`src/rtl/triangle_setup_pkg.sv`:
```
// Shared definitions for the triangle setup block.
// Contents:
//   - CSR bit indices used for the single-bit CSR write-back port
//   - bit offsets of the fields inside a packed 64-bit vertex word
//   - FSM state encoding (exposed on the debug output of the top)
//   - csr_wr(): packs a {bit index, value} pair for one CSR bit write
package triangle_setup_pkg;

  // CSR bit indices
  localparam logic [5:0] CSR_START   = 6'd0;
  localparam logic [5:0] CSR_BUSY    = 6'd1;
  localparam logic [5:0] CSR_DONE    = 6'd2;
  localparam logic [5:0] CSR_DEGEN   = 6'd3;
  localparam logic [5:0] CSR_CULL_EN = 6'd4;
  localparam logic [5:0] CSR_CULLED  = 6'd5;

  // Vertex word field offsets
  localparam int VTX_X_LSB   = 0;
  localparam int VTX_Y_LSB   = 16;
  localparam int VTX_RGB_LSB = 32;

  typedef enum logic [3:0] {
    ST_IDLE      = 4'd0,
    ST_CLR_START = 4'd1,
    ST_SET_BUSY  = 4'd2,
    ST_EDGE0     = 4'd3,
    ST_EDGE1     = 4'd4,
    ST_EDGE2     = 4'd5,
    ST_CLASSIFY  = 4'd6,
    ST_OUT       = 4'd7,
    ST_CLR_BUSY  = 4'd8,
    ST_SET_DONE  = 4'd9
  } state_t;

  function automatic logic [6:0] csr_wr(input logic [5:0] addr, input logic val);
    return {addr, val};
  endfunction

endpackage

```
`src/rtl/triangle_setup_edge_eval.sv`:
```
// Combinational edge-function evaluator for one directed edge V0 -> V1.
// Ports:
//   i_x0, i_y0  start vertex (unsigned pixel coordinates)
//   i_x1, i_y1  end vertex
//   o_a         A = y0 - y1            (two's complement, COORD_W+1 bits)
//   o_b         B = x1 - x0            (two's complement, COORD_W+1 bits)
//   o_c         C = x0*y1 - x1*y0      (two's complement, 2*COORD_W+2 bits)
// All operands are zero-extended before subtraction, so the outputs are
// exact; no truncation occurs at any coordinate value.
module triangle_setup_edge_eval #(
  parameter int COORD_W = 16
) (
  input  logic [COORD_W-1:0]   i_x0,
  input  logic [COORD_W-1:0]   i_y0,
  input  logic [COORD_W-1:0]   i_x1,
  input  logic [COORD_W-1:0]   i_y1,
  output logic [COORD_W:0]     o_a,
  output logic [COORD_W:0]     o_b,
  output logic [2*COORD_W+1:0] o_c
);

  logic [2*COORD_W-1:0] w_p01;
  logic [2*COORD_W-1:0] w_p10;

  assign w_p01 = {{COORD_W{1'b0}}, i_x0} * {{COORD_W{1'b0}}, i_y1};
  assign w_p10 = {{COORD_W{1'b0}}, i_x1} * {{COORD_W{1'b0}}, i_y0};

  assign o_a = {1'b0, i_y0} - {1'b0, i_y1};
  assign o_b = {1'b0, i_x1} - {1'b0, i_x0};
  // Both products are < 2^(2*COORD_W); two guard bits hold the signed difference.
  assign o_c = {2'b00, w_p01} - {2'b00, w_p10};

endmodule

```
`src/rtl/triangle_setup.sv`:
```
// Triangle setup: on software START latches three vertices, computes the
// three edge functions (one shared evaluator, one edge per cycle), the
// signed doubled area and the bounding box, classifies the triangle and
// hands drawable triangles to the rasterizer.
// Ports:
//   clk, reset            clock, asynchronous active-low reset
//   control_status_in     CSR contents (bit0 START, bit4 CULL_EN)
//   vertex_a/b/c_in       packed vertices: [15:0] x, [31:16] y, [55:32] RGB
//   control_bit_address   CSR bit index of the single-bit write
//   control_bit_load      one-cycle CSR bit write strobe
//   control_bit_in        value written to that CSR bit
//   tri_valid, tri_ready  result handshake to the rasterizer
//   edge_a/edge_b/edge_c  packed A/B/C coefficients, edge 0 in the LSBs
//   area2                 signed 2x area (C0+C1+C2)
//   bbox                  {ymax, xmax, ymin, xmin}
//   tri_colour            flat colour (vertex A RGB)
//   busy                  FSM not in IDLE
//   dbg_state             current FSM state
//
// Handshake: tri_valid rises when the FSM enters OUT. The result outputs
// and tri_valid are held unchanged until a cycle with tri_valid && tri_ready;
// that cycle is the transfer and tri_valid drops on the following edge.
// tri_ready is not looked at in any other state.
module triangle_setup
  import triangle_setup_pkg::*;
#(
  parameter int COORD_W = 16
) (
  input  logic                        clk,
  input  logic                        reset,
  input  logic [63:0]                 control_status_in,
  input  logic [63:0]                 vertex_a_in,
  input  logic [63:0]                 vertex_b_in,
  input  logic [63:0]                 vertex_c_in,
  output logic [5:0]                  control_bit_address,
  output logic                        control_bit_load,
  output logic                        control_bit_in,
  output logic                        tri_valid,
  input  logic                        tri_ready,
  output logic [3*(COORD_W+1)-1:0]    edge_a,
  output logic [3*(COORD_W+1)-1:0]    edge_b,
  output logic [3*(2*COORD_W+2)-1:0]  edge_c,
  output logic [2*COORD_W+3:0]        area2,
  output logic [4*COORD_W-1:0]        bbox,
  output logic [23:0]                 tri_colour,
  output logic                        busy,
  output logic [3:0]                  dbg_state
);

  localparam int AB_W   = COORD_W + 1;
  localparam int C_W    = 2*COORD_W + 2;
  localparam int AREA_W = 2*COORD_W + 4;

  state_t               r_state;
  logic [COORD_W-1:0]   r_vx [3];
  logic [COORD_W-1:0]   r_vy [3];
  logic [23:0]          r_rgb;
  logic                 r_cull_en;
  logic [AB_W-1:0]      r_ea [3];
  logic [AB_W-1:0]      r_eb [3];
  logic [C_W-1:0]       r_ec [3];
  logic [AREA_W-1:0]    r_area2;
  logic [4*COORD_W-1:0] r_bbox;
  logic                 r_valid;
  logic                 r_bit_load;
  logic [5:0]           r_bit_addr;
  logic                 r_bit_val;

  logic [1:0]           w_i0;
  logic [1:0]           w_i1;
  logic [AB_W-1:0]      w_a;
  logic [AB_W-1:0]      w_b;
  logic [C_W-1:0]       w_c;
  logic [AREA_W-1:0]    w_area;
  logic [COORD_W-1:0]   w_xmin, w_xmax, w_ymin, w_ymax;
  logic                 w_unused;

  // Edge endpoint select: EDGE0 uses V0->V1, EDGE1 V1->V2, EDGE2 V2->V0.
  always_comb begin
    w_i0 = 2'd0;
    w_i1 = 2'd1;
    case (r_state)
      ST_EDGE1: begin w_i0 = 2'd1; w_i1 = 2'd2; end
      ST_EDGE2: begin w_i0 = 2'd2; w_i1 = 2'd0; end
      default:  ;
    endcase
  end

  triangle_setup_edge_eval #(.COORD_W(COORD_W)) u_edge_eval (
    .i_x0 (r_vx[w_i0]),
    .i_y0 (r_vy[w_i0]),
    .i_x1 (r_vx[w_i1]),
    .i_y1 (r_vy[w_i1]),
    .o_a  (w_a),
    .o_b  (w_b),
    .o_c  (w_c)
  );

  // Area is formed in EDGE2 from the two registered C terms plus the live
  // C2, so the classification write can be issued during CLASSIFY itself.
  assign w_area = {{2{r_ec[0][C_W-1]}}, r_ec[0]}
                + {{2{r_ec[1][C_W-1]}}, r_ec[1]}
                + {{2{w_c[C_W-1]}},     w_c};

  always_comb begin
    w_xmin = r_vx[0];
    w_xmax = r_vx[0];
    w_ymin = r_vy[0];
    w_ymax = r_vy[0];
    for (int i = 1; i < 3; i++) begin
      if (r_vx[i] < w_xmin) w_xmin = r_vx[i];
      if (r_vx[i] > w_xmax) w_xmax = r_vx[i];
      if (r_vy[i] < w_ymin) w_ymin = r_vy[i];
      if (r_vy[i] > w_ymax) w_ymax = r_vy[i];
    end
  end

  always_ff @(posedge clk or negedge reset) begin
    if (!reset) begin
      r_state    <= ST_IDLE;
      r_rgb      <= '0;
      r_cull_en  <= 1'b0;
      r_area2    <= '0;
      r_bbox     <= '0;
      r_valid    <= 1'b0;
      r_bit_load <= 1'b0;
      r_bit_addr <= '0;
      r_bit_val  <= 1'b0;
      for (int i = 0; i < 3; i++) begin
        r_vx[i] <= '0;
        r_vy[i] <= '0;
        r_ea[i] <= '0;
        r_eb[i] <= '0;
        r_ec[i] <= '0;
      end
    end else begin
      // CSR write strobe is asserted for exactly the cycle of the state that owns it.
      r_bit_load <= 1'b0;
      case (r_state)
        ST_IDLE: begin
          if (control_status_in[CSR_START]) begin
            r_state                 <= ST_CLR_START;
            r_bit_load              <= 1'b1;
            {r_bit_addr, r_bit_val} <= csr_wr(CSR_START, 1'b0);
          end
        end
        ST_CLR_START: begin
          r_vx[0]   <= vertex_a_in[VTX_X_LSB +: COORD_W];
          r_vy[0]   <= vertex_a_in[VTX_Y_LSB +: COORD_W];
          r_vx[1]   <= vertex_b_in[VTX_X_LSB +: COORD_W];
          r_vy[1]   <= vertex_b_in[VTX_Y_LSB +: COORD_W];
          r_vx[2]   <= vertex_c_in[VTX_X_LSB +: COORD_W];
          r_vy[2]   <= vertex_c_in[VTX_Y_LSB +: COORD_W];
          r_rgb     <= vertex_a_in[VTX_RGB_LSB +: 24];
          r_cull_en <= control_status_in[CSR_CULL_EN];
          r_state                 <= ST_SET_BUSY;
          r_bit_load              <= 1'b1;
          {r_bit_addr, r_bit_val} <= csr_wr(CSR_BUSY, 1'b1);
        end
        ST_SET_BUSY: begin
          r_state                 <= ST_EDGE0;
          r_bit_load              <= 1'b1;
          {r_bit_addr, r_bit_val} <= csr_wr(CSR_DONE, 1'b0);
        end
        ST_EDGE0: begin
          r_ea[0] <= w_a;
          r_eb[0] <= w_b;
          r_ec[0] <= w_c;
          r_state                 <= ST_EDGE1;
          r_bit_load              <= 1'b1;
          {r_bit_addr, r_bit_val} <= csr_wr(CSR_DEGEN, 1'b0);
        end
        ST_EDGE1: begin
          r_ea[1] <= w_a;
          r_eb[1] <= w_b;
          r_ec[1] <= w_c;
          r_state                 <= ST_EDGE2;
          r_bit_load              <= 1'b1;
          {r_bit_addr, r_bit_val} <= csr_wr(CSR_CULLED, 1'b0);
        end
        ST_EDGE2: begin
          r_ea[2]  <= w_a;
          r_eb[2]  <= w_b;
          r_ec[2]  <= w_c;
          r_area2  <= w_area;
          r_bbox   <= {w_ymax, w_xmax, w_ymin, w_xmin};
          r_state  <= ST_CLASSIFY;
          if (w_area == '0) begin
            r_bit_load              <= 1'b1;
            {r_bit_addr, r_bit_val} <= csr_wr(CSR_DEGEN, 1'b1);
          end else if (w_area[AREA_W-1] && r_cull_en) begin
            r_bit_load              <= 1'b1;
            {r_bit_addr, r_bit_val} <= csr_wr(CSR_CULLED, 1'b1);
          end
        end
        ST_CLASSIFY: begin
          if ((r_area2 == '0) || (r_area2[AREA_W-1] && r_cull_en)) begin
            r_state                 <= ST_CLR_BUSY;
            r_bit_load              <= 1'b1;
            {r_bit_addr, r_bit_val} <= csr_wr(CSR_BUSY, 1'b0);
          end else begin
            r_state <= ST_OUT;
            r_valid <= 1'b1;
          end
        end
        ST_OUT: begin
          if (tri_ready) begin
            r_valid                 <= 1'b0;
            r_state                 <= ST_CLR_BUSY;
            r_bit_load              <= 1'b1;
            {r_bit_addr, r_bit_val} <= csr_wr(CSR_BUSY, 1'b0);
          end
        end
        ST_CLR_BUSY: begin
          r_state                 <= ST_SET_DONE;
          r_bit_load              <= 1'b1;
          {r_bit_addr, r_bit_val} <= csr_wr(CSR_DONE, 1'b1);
        end
        ST_SET_DONE: begin
          r_state <= ST_IDLE;
        end
        default: begin
          r_state <= ST_IDLE;
        end
      endcase
    end
  end

  assign control_bit_address = r_bit_addr;
  assign control_bit_load    = r_bit_load;
  assign control_bit_in      = r_bit_val;
  assign tri_valid           = r_valid;
  assign edge_a              = {r_ea[2], r_ea[1], r_ea[0]};
  assign edge_b              = {r_eb[2], r_eb[1], r_eb[0]};
  assign edge_c              = {r_ec[2], r_ec[1], r_ec[0]};
  assign area2               = r_area2;
  assign bbox                = r_bbox;
  assign tri_colour          = r_rgb;
  assign busy                = (r_state != ST_IDLE);
  assign dbg_state           = r_state;

  // CSR bits and vertex fields this block never reads.
  assign w_unused = ^{control_status_in[63:5], control_status_in[3:1],
                      vertex_a_in[63:56], vertex_b_in[63:32], vertex_c_in[63:32]};

endmodule
```
`config.mk`:
```
export PLATFORM = sky130hd
export DESIGN_NAME = triangle_setup
export DESIGN_NICKNAME = d
export VERILOG_FILES = /design/src/rtl/triangle_setup_pkg.sv /design/src/rtl/triangle_setup_edge_eval.sv /design/src/rtl/triangle_setup.sv
export SDC_FILE = /design/constraint.sdc
export NUM_CORES = 2
export LEC_CHECK = 0
export CAP_MARGIN = 20
export CORE_ASPECT_RATIO = 1.4
export CORE_MARGIN = 5
export CORE_UTILIZATION = 42
export DETAILED_ROUTE_END_ITERATION = 12
export PLACE_DENSITY = 0.72
export RECOVER_POWER = 25
export SETUP_SLACK_MARGIN = 0.5
export SYNTH_ARGS = -nofsm -noshare
export SYNTH_HDL_FRONTEND = slang
export SYNTH_SLANG_ARGS = --single-unit
export TNS_END_PERCENT = 50
```
`constraint.sdc`:
```
create_clock -name clk -period 20.3 [get_ports clk]
set_input_delay 2.03 -clock clk [delete_from_list [all_inputs] [get_ports clk]]
set_output_delay 2.03 -clock clk [all_outputs]
set_load 0.01 [all_outputs]
```
Word-level counts from Yosys, hierarchy flattened
Index checks and enable logic that the tools add are counted.
{"block": "classes", "bitwise_logic": 2, "add_sub_neg": 5, "order_cmp": 10, "mux": 46, "n_eq_ne": 13, "reduce_logical": 18, "n_mul": 2}
{"operator": "two-way mux 16 bit", "count": 16}
{"operator": "binary-select mux 16 bit (select 2 bit)", "count": 4}
{"operator": "logical NOT 36 bit", "count": 2}
{"operator": "greater-than comparator 16 bit", "count": 4}
{"operator": "< comparator 16 bit", "count": 4}
{"operator": "multiplier 16 x 16 -> 32 bit", "count": 2}
{"operator": "one-hot mux 6 bit (8 select lines)", "count": 1}
{"operator": "one-hot mux 4 bit (9 select lines)", "count": 1}
{"operator": "adder 34 x 33 -> 35 bit", "count": 1}
{"operator": "adder 33 x 33 -> 34 bit", "count": 1}
{"operator": "subtractor 16 x 16 -> 17 bit", "count": 2}
{"operator": "subtractor 32 x 32 -> 33 bit", "count": 1}
{"operator": "two-way mux 6 bit", "count": 5}
{"operator": "== test 4 x 3 -> 1 bit (second input constant)", "count": 4}
{"operator": "two-way mux 4 bit", "count": 3}
{"operator": "two-way mux 1 bit", "count": 11}
{"operator": "AND reduction 5 bit", "count": 2}
{"operator": "== test 4 x 2 -> 1 bit (second input constant)", "count": 2}
{"operator": "!= test 2 bit (second input constant)", "count": 4}
{"operator": "one-hot mux 2 bit (2 select lines)", "count": 2}
{"operator": "nonzero test 8 bit", "count": 1}
{"operator": "greater-or-equal comparator 3 bit (second input constant)", "count": 2}
{"operator": "inverter 2 -> 3 bit", "count": 2}
{"operator": "one-hot mux 1 bit (6 select lines)", "count": 1}
{"operator": "16 further kinds", "count": 18}
{"block": "word_totals", "wordCells": 120, "out_inout_bits": 342, "inputBits": 259, "regBits": 435}

Depth between registers and ports, before layout
{"block": "depth", "ltp_word": 13, "depth_mapped": 49}

Cells and area by module
A second synthesis with hierarchy kept.
{"block": "hier_totals", "cells_unflattened": 4537, "hier_area_um2": 42816.1}
{"mod": "triangle_setup", "n_inst": 1, "seq_area_each_um2": 10885.4, "area_per_inst_um2": 24209.5, "cells_per_inst": 2380}
{"mod": "triangle_setup_edge_eval", "n_inst": 1, "seq_area_each_um2": 0.0, "area_per_inst_um2": 18606.6, "cells_per_inst": 2157}

Worst setup path after synthesis
OpenSTA, ideal clock, no wires.
{"block": "synth_path", "kind": "reg-to-reg", "startpoint": "reg r_state[3], in the netlist dbg_state[3]", "endpoint": "reg r_bit_addr[0], in the netlist control_bit_address[0]", "synth_period_minus_slack_ps": 12457, "path_stages_with_launch": 47, "t_arrival_ps": 12332, "setup_time_ps": 125, "path_slack_ps": 7843, "required_ps": 20175, "path_cell_list": "dfrtp_1 clkbuf_1 nor3b_1 clkbuf_1 clkbuf_1 clkbuf_1 nor2_1 a21oi_1 clkinv_1 nor2_1 fa_1 inv_1 fa_1 fa_1 fa_1 inv_1 fa_1 fa_1 [11 not listed] o21bai_1 a21oi_1 xor2_1 inv_1 fa_1 ha_1 buf_6 a21o_1 a21o_1 a2111oi_4 a21oi_2 a211oi_2 o21ai_1 xor2_1 or4_4 or3_4 o31ai_4 mux2_4"}
{"block": "synth_between", "elab_chain_len": 12, "word_cells_on_any_way": 40, "classes_between": "add/sub (2); mul (2); eq/ne (12); mux (16); bitwise (2); reduce/logical (6)"}
{"element": "start, declared", "line": "triangle_setup.sv:54", "source": "state_t r_state;"}
{"element": "start signal, assigned", "line": "triangle_setup.sv:120", "source": "r_state <= ST_IDLE;"}
{"element": "start signal, assigned", "line": "triangle_setup.sv:142", "source": "r_state <= ST_CLR_START;"}
{"element": "start signal, assigned", "line": "triangle_setup.sv:156", "source": "r_state <= ST_SET_BUSY;"}
{"element": "== test 4 x 3 -> 1 bit", "line": "triangle_setup.sv:82", "source": "case (r_state)"}
{"element": "one-hot mux 2 bit (2 select lines)", "line": "triangle_setup.sv:82"}
{"element": "inverter 2 -> 3 bit, on equally long branches"}
{"element": "binary-select mux 16 bit (select 2 bit), on equally long branches"}
{"element": "two-way mux 16 bit, on equally long branches (2 in a row)"}
{"element": "multiplier 16 x 16 -> 32 bit, on equally long branches", "line": "triangle_setup_edge_eval.sv:25, triangle_setup_edge_eval.sv:26"}
{"element": "subtractor 32 x 32 -> 33 bit *", "line": "triangle_setup_edge_eval.sv:31", "source": "assign o_c = {2'b00, w_p01} - {2'b00, w_p10};"}
{"element": "net u_edge_eval.o_c[17]", "line": "triangle_setup_edge_eval.sv:19", "source": "output logic [2*COORD_W+1:0] o_c"}
{"element": "adder 34 x 33 -> 35 bit *", "line": "triangle_setup.sv:103", "source": "+ {{2{w_c[C_W-1]}}, w_c};"}
{"element": "logical NOT 36 bit / logical AND 1 bit (equally long branches)", "line": "triangle_setup.sv:188, triangle_setup.sv:191"}
{"element": "two-way mux 6 bit / != test 3 bit (equally long branches)"}
{"element": "one-hot mux 6 bit (8 select lines) / AND reduction 5 bit (equally long branches)"}
{"element": "end signal, assigned", "line": "triangle_setup.sv:144", "source": "{r_bit_addr, r_bit_val} <= csr_wr(CSR_START, 1'b0);"}
{"element": "end signal, assigned", "line": "triangle_setup.sv:190", "source": "{r_bit_addr, r_bit_val} <= csr_wr(CSR_DEGEN, 1'b1);"}
{"element": "end signal, assigned", "line": "triangle_setup.sv:193", "source": "{r_bit_addr, r_bit_val} <= csr_wr(CSR_CULLED, 1'b1);"}
{"element": "end, declared", "line": "triangle_setup.sv:66", "source": "logic [5:0] r_bit_addr;"}
The timed path passes the listed nets; every way through them passes the cells marked *. The select of a mux whose other input is x is not followed.
A chain may end at the register's enable or synchronous reset.

Worst setup path after layout
{"block": "layout_path", "startpoint": "reg r_state[0], in the netlist dbg_state[0]", "endpoint": "reg r_bit_addr[0], in the netlist control_bit_address[0]"}
Same word-level chain as after synthesis.

==> results.txt <==
outcome: complete, but fails checks
failing checks: capacitance limit, slew limit
CTS Buf Count: 45
critical path start-end classification: reg -> reg
initial antenna violation count: 2
Buffers on Ports: 463
die width: 277 um
DRC: 0
Slew headroom: -4.49
Setup Skew: 0.0172 ns
Post-CTS Resized: 0
CP peak stage delay: 1.79 ns
critical path launch point type: register
Worst-Margin Slew: 8.24 ns
pin count of the biggest net entering global routing: 186
RSZ-0062 raised after global routing: no
Required @ worst endpoint: 20.80 ns
Final Slew Violations: 412
HPWL after detailed placement: 113000 um
endpoint class of the critical path: register
reg2reg end: control_bit_address[0]
Synth Instances: 4611
final hold vios: 0
hold buffers post-CTS: 0
Mapped Area: 41800 um2
core area: 99200 um2
IO Pins: 601
clock buffer depth: 3
Avg Vias per Cell: 5.42
CP max FO: 46
WL/cell: 22.0 um
full die area: 106000 um2
vias in the first global route: 35.6k
WHS Endpoint: edge_b[4]
Setup Fix Bufs, Post-CTS: 0
share of layout cells above drive strength 1: 0.0539
Synthesis Warnings: 0
Worst Hold Class: reg -> reg
Final GP Congestion: 0.982
first-pass GRT wire length: 213000 um
Max Cap Viol: 4
reg2reg path depth: 41
Post-Route WL: 140000 um
Fill cells: 9140
Setup TNS Final: 0 ns
Tot GR Track Use: 0.259
starting density of the core: 0.421
Worst-Skew Late Latency: 0.62 ns
Worst-path clk slew: 0.07 ns
CP dominant cell by count: fa_1
fmax: 0.0672 GHz
fin crit period: 14.87 ns
Total Nets Final: 6102
vias: 34.4k
1st-iter DRT viols: 2757
worst hold path depth: 2
Seq/Total Area, Yosys: 0.258
post-synth cell types: 78
Syn-to-layout area delta: 18.4%
die height: 383 um
FP Rows: 137
R2R setup slack: 5.43 ns
Clk Tree Root Cell: clkbuf_16
H-tree levels: 2
Overflow after GRT: 0
DR pass1 iterations: 5
Diodes inserted: 0
EDFF count, synth: 0
Syn Area/Cell: 9.07 um2
R2R Path Start: dbg_state[0]
FFs w/ async S/R, synth: 1.00
CTS tree: done
CTS sink cnt: 431
Final Setup Violations: 0
prevailing post-synth register cell: dfrtp_1
Routed Antenna Nets: 0
Seq cells post-synth: 431
Hold Startpoint: edge_b[4]
CP arrival: 15.37 ns
master of the slowest instance on the critical path: dfrtp_1
period utilization: 0.733
## through the flow
step	cell area [um2]	std cells	hold WS, ns	util	setup slack [ns]
2_1_floorplan	41800	4613	0.504	-	7.84
3_3_place_gp	48000	6268	0.461	0.483	6.34
3_5_place_dp	48000	6268	0.466	0.483	6.21
4_1_cts	49500	6349	0.482	0.499	6.21
5_1_grt	49500	6352	0.502	0.499	4.86
6_report	49500	6352	0.478	0.499	5.43
## state kept, by name, summed over array words and instances (netlist names)
| register | flops |
|---|---|
| area2 | 35 |
| bbox | 64 |
| control_bit_address | 3 |
| control_bit_in | 1 |
| control_bit_load | 1 |
| dbg_state | 4 |
| edge_a | 51 |
| edge_b | 51 |
| edge_c | 99 |
| r_cull_en | 1 |
| r_vx | 48 |
| r_vy | 48 |
| tri_colour | 24 |
| tri_valid | 1 |
## synth_stat cells, types with 9 or more instances
| library cell | instances | area [um2] |
|---|---|---|
| ha_1 | 357 | 4470 |
| fa_1 | 488 | 9770 |
| and3_1 | 10 | 62.6 |
| nor2_1 | 442 | 1660 |
| o21ai_0 | 333 | 1670 |
| nand2b_1 | 21 | 131 |
| o21a_1 | 16 | 120 |
| a21oi_1 | 132 | 661 |
| nor4_1 | 11 | 68.8 |
| a221o_1 | 16 | 160 |
| xor2_1 | 34 | 298 |
| a31oi_1 | 10 | 62.6 |
| nand4_1 | 32 | 200 |
| o221ai_1 | 18 | 158 |
| nor3_1 | 37 | 185 |
| buf_1 | 14 | 52.6 |
| clkinv_1 | 28 | 105 |
| inv_1 | 742 | 2790 |
| o211ai_1 | 16 | 120 |
| clkbuf_1 | 165 | 619 |
| nand2_1 | 666 | 2500 |
| mux2_2 | 89 | 1000 |
| a21o_1 | 84 | 631 |
| nand3_1 | 35 | 175 |
| xnor2_1 | 46 | 403 |
| or3_1 | 10 | 62.6 |
| a211oi_1 | 9 | 67.6 |
| and2_1 | 9 | 56.3 |
| o21bai_1 | 16 | 120 |
| dfrtp_1 | 431 | 10800 |
| nor2b_1 | 20 | 125 |
| o311ai_0 | 19 | 166 |
| mux2i_1 | 146 | 1460 |
## cells in the final DEF (no fill, tap or decap), types with 62 or more instances in the layout
cell type	count
dfrtp_1	431
ha_1	357
mux2_2	89
a21o_1	84
buf_4	62
nand2_1	665
a21oi_1	124
clkdlybuf4s50_1	462
nor2_1	441
mux2i_1	146
fa_1	488
o21ai_0	332
inv_1	742
## worst max-delay path by stage
stage | end | from | slack (ns) | cells after the start
floorplan | control_bit_address[0] | dbg_state[3] | 7.84 | 46
detailed placement | control_bit_in | dbg_state[2] | 6.21 | 42
CTS | control_bit_address[0] | dbg_state[2] | 6.21 | 43
finish | control_bit_address[0] | dbg_state[0] | 5.43 | 41
global route | control_bit_in | dbg_state[0] | 4.86 | 40
global placement | control_bit_in | dbg_state[2] | 6.34 | 43
## layer usage
layer  vias to the layer above  part of all wire  track usage  wire length [um]
li1                      15500                 -            -                 -
met1                     17200              0.38        0.311             52900
met2                      1340              0.49        0.453             69100
met3                       359             0.065       0.0363              9140
met4                         4             0.061        0.134              8590
met5                         -           0.00020            0                28
## cell type report
| cell class | instances | area [um2] | area share |
|---|---|---|---|
| multi-input combinational | 3218 | 27500 | 0.555 |
| inverter | 773 | 2900 | 0.0586 |
| tap | 1320 | 1650 | 0.0334 |
| clock inverter | 22 | 278 | 0.00561 |
| sequential | 431 | 10800 | 0.218 |
| clock buffer | 59 | 1270 | 0.0257 |
| timing repair buffer | 529 | 5140 | 0.104 |
## cell families after synthesis
group	Yosys count	share of synthesized area
multiplexers	237	0.0596
buffers and inverters	964	0.0875
other	1	0.0000897
AND/OR/NAND/NOR	1321	0.130
AO/OA/AOI/OAI	732	0.107
XOR/XNOR	80	0.0168
adder cells (fa/ha/maj)	845	0.340
flip-flops	431	0.258
## critical path, delay by kind of cell (launching register included)
family	cells	cell delay, ns
adder cells (fa/ha/maj)	11	4.98
AO/OA/AOI/OAI	16	3.87
flip-flops	1	1.79
buffers and inverters	7	1.73
AND/OR/NAND/NOR	3	1.18
multiplexers	2	0.59
XOR/XNOR	2	0.55
Power is not shown: default switching activity piles up to over one toggle a cycle in this logic, so the estimate is an artifact.
